==> src/rtl/core2axi4l.sv <==
// core2axi4l: bridges an Ibex req/gnt/rvalid memory port onto an AXI4-Lite master, one transaction in flight.
// Optional feature macro CORE2AXI4L_ERR_EN: report SLVERR/DECERR responses on core_err_o.
module core2axi4l #(
    parameter logic [2:0] PROT = 3'b000
) (
    input  logic        clk,
    input  logic        reset,
    // core side
    input  logic        core_req_i,
    input  logic        core_we_i,
    input  logic [3:0]  core_be_i,
    input  logic [31:0] core_addr_i,
    input  logic [31:0] core_wdata_i,
    output logic        core_gnt_o,
    output logic        core_rvalid_o,
    output logic [31:0] core_rdata_o,
    output logic        core_err_o,
    // AXI4-Lite master side
    output logic        axi_awvalid_o,
    output logic [31:0] axi_awaddr_o,
    output logic [2:0]  axi_awprot_o,
    input  logic        axi_awready_i,
    output logic        axi_wvalid_o,
    output logic [31:0] axi_wdata_o,
    output logic [3:0]  axi_wstrb_o,
    input  logic        axi_wready_i,
    input  logic        axi_bvalid_i,
    input  logic [1:0]  axi_bresp_i,
    output logic        axi_bready_o,
    output logic        axi_arvalid_o,
    output logic [31:0] axi_araddr_o,
    output logic [2:0]  axi_arprot_o,
    input  logic        axi_arready_i,
    input  logic        axi_rvalid_i,
    input  logic [31:0] axi_rdata_i,
    input  logic [1:0]  axi_rresp_i,
    output logic        axi_rready_o
);

    typedef enum logic [2:0] {
        IDLE  = 3'd0,
        WADDR = 3'd1,
        WRESP = 3'd2,
        RADDR = 3'd3,
        RDATA = 3'd4
    } state_e;

    state_e      state_q, state_d;
    logic        awvalid_q, awvalid_d;
    logic        wvalid_q, wvalid_d;
    logic        bready_q, bready_d;
    logic        arvalid_q, arvalid_d;
    logic        rready_q, rready_d;
    logic [31:0] awaddr_q, awaddr_d;
    logic [31:0] araddr_q, araddr_d;
    logic [31:0] wdata_q, wdata_d;
    logic [3:0]  wstrb_q, wstrb_d;
    logic        rvalid_q, rvalid_d;
    logic [31:0] rdata_q, rdata_d;
    logic        err_q, err_d;
    logic        aw_done_s, w_done_s;
    logic        b_err_s, r_err_s;
    logic        unused_s;

`ifdef CORE2AXI4L_ERR_EN
    assign b_err_s = axi_bresp_i[1];
    assign r_err_s = axi_rresp_i[1];
`else
    assign b_err_s = 1'b0;
    assign r_err_s = 1'b0;
`endif
    assign unused_s = ^{core_addr_i[1:0], axi_bresp_i, axi_rresp_i};

    // aw_pend/w_pend are the valid registers themselves; each side is done once idle or handshaking
    assign aw_done_s = !awvalid_q || axi_awready_i;
    assign w_done_s  = !wvalid_q || axi_wready_i;

    assign core_gnt_o    = (state_q == IDLE) && core_req_i;
    assign core_rvalid_o = rvalid_q;
    assign core_rdata_o  = rdata_q;
    assign core_err_o    = err_q;
    assign axi_awvalid_o = awvalid_q;
    assign axi_awaddr_o  = awaddr_q;
    assign axi_awprot_o  = PROT;
    assign axi_wvalid_o  = wvalid_q;
    assign axi_wdata_o   = wdata_q;
    assign axi_wstrb_o   = wstrb_q;
    assign axi_bready_o  = bready_q;
    assign axi_arvalid_o = arvalid_q;
    assign axi_araddr_o  = araddr_q;
    assign axi_arprot_o  = PROT;
    assign axi_rready_o  = rready_q;

    // State and registered outputs
    always_ff @(posedge clk) begin
        if (reset) begin
            state_q   <= IDLE;
            awvalid_q <= 1'b0;
            wvalid_q  <= 1'b0;
            bready_q  <= 1'b0;
            arvalid_q <= 1'b0;
            rready_q  <= 1'b0;
            awaddr_q  <= 32'h0000_0000;
            araddr_q  <= 32'h0000_0000;
            wdata_q   <= 32'h0000_0000;
            wstrb_q   <= 4'b0000;
            rvalid_q  <= 1'b0;
            rdata_q   <= 32'h0000_0000;
            err_q     <= 1'b0;
        end else begin
            state_q   <= state_d;
            awvalid_q <= awvalid_d;
            wvalid_q  <= wvalid_d;
            bready_q  <= bready_d;
            arvalid_q <= arvalid_d;
            rready_q  <= rready_d;
            awaddr_q  <= awaddr_d;
            araddr_q  <= araddr_d;
            wdata_q   <= wdata_d;
            wstrb_q   <= wstrb_d;
            rvalid_q  <= rvalid_d;
            rdata_q   <= rdata_d;
            err_q     <= err_d;
        end
    end

    // Next-state logic
    always_comb begin
        state_d = state_q;
        case (state_q)
            IDLE: begin
                if (core_req_i) begin
                    state_d = core_we_i ? WADDR : RADDR;
                end else begin
                    state_d = IDLE;
                end
            end
            WADDR: begin
                if (aw_done_s && w_done_s) begin
                    state_d = WRESP;
                end else begin
                    state_d = WADDR;
                end
            end
            WRESP: begin
                if (axi_bvalid_i) begin
                    state_d = IDLE;
                end else begin
                    state_d = WRESP;
                end
            end
            RADDR: begin
                if (axi_arready_i) begin
                    state_d = RDATA;
                end else begin
                    state_d = RADDR;
                end
            end
            RDATA: begin
                if (axi_rvalid_i) begin
                    state_d = IDLE;
                end else begin
                    state_d = RDATA;
                end
            end
            default: state_d = IDLE;
        endcase
    end

    // Next values of the registered outputs; core_rvalid is a single-cycle pulse
    always_comb begin
        awvalid_d = awvalid_q;
        wvalid_d  = wvalid_q;
        bready_d  = bready_q;
        arvalid_d = arvalid_q;
        rready_d  = rready_q;
        awaddr_d  = awaddr_q;
        araddr_d  = araddr_q;
        wdata_d   = wdata_q;
        wstrb_d   = wstrb_q;
        rvalid_d  = 1'b0;
        rdata_d   = rdata_q;
        err_d     = err_q;
        case (state_q)
            IDLE: begin
                if (core_req_i && core_we_i) begin
                    awvalid_d = 1'b1;
                    wvalid_d  = 1'b1;
                    awaddr_d  = {core_addr_i[31:2], 2'b00};
                    wdata_d   = core_wdata_i;
                    wstrb_d   = core_be_i;
                end else if (core_req_i) begin
                    arvalid_d = 1'b1;
                    araddr_d  = {core_addr_i[31:2], 2'b00};
                end else begin
                    arvalid_d = 1'b0;
                end
            end
            WADDR: begin
                if (axi_awready_i) begin
                    awvalid_d = 1'b0;
                end else begin
                    awvalid_d = awvalid_q;
                end
                if (axi_wready_i) begin
                    wvalid_d = 1'b0;
                end else begin
                    wvalid_d = wvalid_q;
                end
                if (aw_done_s && w_done_s) begin
                    bready_d = 1'b1;
                end else begin
                    bready_d = 1'b0;
                end
            end
            WRESP: begin
                if (axi_bvalid_i) begin
                    bready_d = 1'b0;
                    rvalid_d = 1'b1;
                    rdata_d  = 32'h0000_0000;
                    err_d    = b_err_s;
                end else begin
                    bready_d = 1'b1;
                end
            end
            RADDR: begin
                if (axi_arready_i) begin
                    arvalid_d = 1'b0;
                    rready_d  = 1'b1;
                end else begin
                    arvalid_d = 1'b1;
                end
            end
            RDATA: begin
                if (axi_rvalid_i) begin
                    rready_d = 1'b0;
                    rvalid_d = 1'b1;
                    rdata_d  = axi_rdata_i;
                    err_d    = r_err_s;
                end else begin
                    rready_d = 1'b1;
                end
            end
            default: begin
                awvalid_d = 1'b0;
                wvalid_d  = 1'b0;
                bready_d  = 1'b0;
                arvalid_d = 1'b0;
                rready_d  = 1'b0;
            end
        endcase
    end

endmodule
==> config.mk <==
export PLATFORM = sky130hd
export DESIGN_NAME = core2axi4l
export DESIGN_NICKNAME = d
export VERILOG_FILES = /design/src/rtl/core2axi4l.sv
export SDC_FILE = /design/constraint.sdc
export NUM_CORES = 1
export LEC_CHECK = 0
export ABC_AREA = 1
export CAP_MARGIN = 20
export CORE_ASPECT_RATIO = 0.6
export CORE_UTILIZATION = 45
export CTS_BUF_LIST = sky130_fd_sc_hd__clkbuf_8
export DETAILED_ROUTE_END_ITERATION = 10
export HOLD_SLACK_MARGIN = 0.05
export PLACE_DENSITY = 0.95
export SLEW_MARGIN = 5
export SYNTH_ARGS = -nofsm -noshare
export SYNTH_HDL_FRONTEND = slang
export SYNTH_SLANG_ARGS = --single-unit
export TNS_END_PERCENT = 50
==> constraint.sdc <==
create_clock -name clk -period 3.4 [get_ports clk]
set_input_delay 0.68 -clock clk [delete_from_list [all_inputs] [get_ports clk]]
set_output_delay 0.68 -clock clk [all_outputs]
set_load 0.03 [all_outputs]
==> metrics.csv <==
metric,value,unit
Iter 0 DRT Violations,290,
outcome,"finished, final reports clean",
DRC viols,0,
largest net degree at the start of global routing,74,
"Setup violations, final",0,
sequential element share of the synthesized area,0.511,
Synth Area in XOR/XNOR,0,
Clock Path Buffers,2,
Die ar.,0.0124,mm²
Synth Warn #,0,
Startpoint Class,primary input,
initial antenna violation count,0,
final hold vios,0,
post-synthesis compound-gate area fraction,0.184,
core area,0.0114,mm²
Netlist cell types,25,
Yosys top cell by area,dfxtp_1,
Leak,3.38,nW
"EDFF count, synth",0,
fin crit share,0.824,
"most used cell, CP",clkdlybuf4s50_1,
CP arrival,2120,ps
Routed Antenna Nets,0,
top post-synthesis cells by area,"dfxtp_1, nor2_1, o21ai_0",
layout cell share with drive strength beyond 1,0.0483,
FP Rows,30,
filler instances,850,
CP peak stage delay,660,ps
most common cell in the netlist,nor2_1,
pwr/cell area,489,mW/mm²
HP Class,reg2reg,
I/O pin count,259,
Final GP Congestion,0.846,
RSZ-0062 raised after global routing,false,
Yosys reg bits,137,
Worst-Margin Slew,633,ps
synthesized area,0.00537,mm²
worst-path maximum fanout,3,
"Clk Latency, worst-skew pair",420,ps
Commonest cells post-synth,"nor2_1, dfxtp_1, inv_1",
synth-to-layout area growth,51.2,%
global route overflow,0,
syn avg cell area,7.46,µm²
Adder-Cell Fraction of Synth Area,0,
drt pass-1 iters,4,
max-slew violation count,0,
Die Ht,86.6,µm
nets@finish,1052,
critical path's slowest cell,clkdlybuf4s50_1,
PnR worst setup slack,597,ps
CP Capture Type,output port,
# H-tree levels,4,
Synth top area share,0.511,
vias per cell,4.74,
ant diodes,0,
Post-CTS Setup Bufs,0,
FMAX,357,MHz
# clock sinks,137,
Die X,143,µm
critical path class,in2out,
CTS tree,done,
Slew headroom,0.578,
CTS resizes,0,
total number of vias,5276,
mux contribution to synthesized area,0,
starting density of the core,0.469,
Finished Core Util,0.709,
Setup TNS,0,ps
vias in the first global route,4968,
Inserted Clock Buffers,17,
Worst Hold Slack,444,ps
prevailing post-synth register cell,dfxtp_1,
max-cap viol count,0,
Clock Skew,13.8,ps
simple-gate share of the synthesized area,0.166,
"FFs w/ async S/R, synth",0,
IO buf count,241,
main combinational cell family by area after synthesis,compound AO/OA/AOI/OAI gates,
Clock transition at path regs,70,ps
Overall Global Routing Usage,0.245,
Final HPWL DP,10.8,mm
crit-path cells,clkdlybuf4s50_1 > nand3_1 > inv_1 > clkdlybuf4s50_1,
Cells after Synth,719,
Final min period,2800,ps
root buf cell,clkbuf_8,
post-DR wirelength/cell,13.8,µm
Post-Route WL,15.3,mm
global-route wire length before repair,23.6,mm
hold_buf cts,0,
Placement Setup Slack,623,ps
VDD IR max,267,µV
Critical Path RT,2720,ps
## critical path, delay by kind of cell
kind / cells / cell delay [ps]
AND/OR/NAND/NOR: 1 / 140
buffers and inverters: 3 / 1300
## power by group
group          leakage [nW]  internal (mW)  total (mW)  switching [mW]
Sequential             1.12           1.73        1.80          0.0708
Clock                 0.182          0.579        1.22           0.644
Combinational          2.08          0.399       0.946           0.547
Total                  3.38           2.71        3.97            1.26
## cell families (layout without fill, tap and decap cells)
family | after synthesis | after routing
compound gates | 197 | 197
buf+inv | 167 | 390
flops | 137 | 137
other cells | 1 | 11
simple gates | 217 | 217
## layer usage
metal  track usage  vias up  share of wire
li1              -     2667              -
met1         0.278     2375           0.40
met2         0.422      221           0.48
met3         0.104       13           0.11
met4        0.0694        0         0.0082
met5             0        -              0
## per-stage QoR
| step | power [mW] | std cells | cell area, µm² |
|---|---|---|---|
| after detailed placement | 2.78 | 1080 | 7750 |
| after global routing | 4.16 | 1112 | 8110 |
| after global placement | 2.75 | 1080 | 7750 |
| after CTS | 4.00 | 1112 | 8110 |
| after floorplan | 2.36 | 729 | 5400 |
| final | 3.97 | 1112 | 8110 |
## final timing paths
| kind | from | endpoint | slack, ps | depth (start not counted) |
|---|---|---|---|---|
| max | core_req_i | core_gnt_o | 600 | 4 |
| min | axi_awaddr_o[3] | axi_awaddr_o[3] | 440 | 2 |
| max reg2reg | state_q[1] | axi_wdata_o[10] | 1340 | 5 |
| min reg2reg | axi_awaddr_o[3] | axi_awaddr_o[3] | 440 | 2 |
## registers in the layout (all words and copies together) (netlist names)
| name | flops |
|---|---|
| state_q | 3 |
| core_rvalid_o | 1 |
| axi_araddr_o | 30 |
| axi_wstrb_o | 4 |
| axi_awvalid_o | 1 |
| axi_wvalid_o | 1 |
| axi_wdata_o | 32 |
| axi_arvalid_o | 1 |
| axi_rready_o | 1 |
| axi_awaddr_o | 30 |
| core_rdata_o | 32 |
| axi_bready_o | 1 |
## placed cells by master (no fill, tap or decap)
cell / synthesis / final
a31oi_1: 1 / 1
nand3_4: 1 / 1
and3_1: 1 / 1
bufinv_16: 0 / 1
o21ai_0: 99 / 99
o21ai_1: 26 / 26
a21oi_1: 71 / 71
clkinv_2: 0 / 4
clkbuf_8: 0 / 17
inv_6: 0 / 4
clkinv_4: 0 / 1
inv_2: 2 / 2
nand3_1: 14 / 14
inv_1: 108 / 109
clkdlybuf4s50_1: 0 / 241
clkinvlp_4: 0 / 4
nor3_1: 1 / 1
buf_12: 0 / 1
buf_4: 17 / 6
nor2_1: 161 / 161
nor2_4: 1 / 1
nand3b_1: 1 / 1
nand3_2: 1 / 1
conb_1: 1 / 11
dfxtp_1: 137 / 137
nor2_8: 1 / 1
nand2_2: 2 / 2
nand2_1: 33 / 33
## cell type report
class,instances,area (µm²),area share
well taps,160,200,0.0247
flip-flops and latches,137,2740,0.338
clock inverters,15,126,0.0156
repair buffers,248,2480,0.305
multi-input cells,425,1920,0.236
clock buffers,17,234,0.0288
inverters,110,414,0.0511
(Power assumes the default switching activity.)
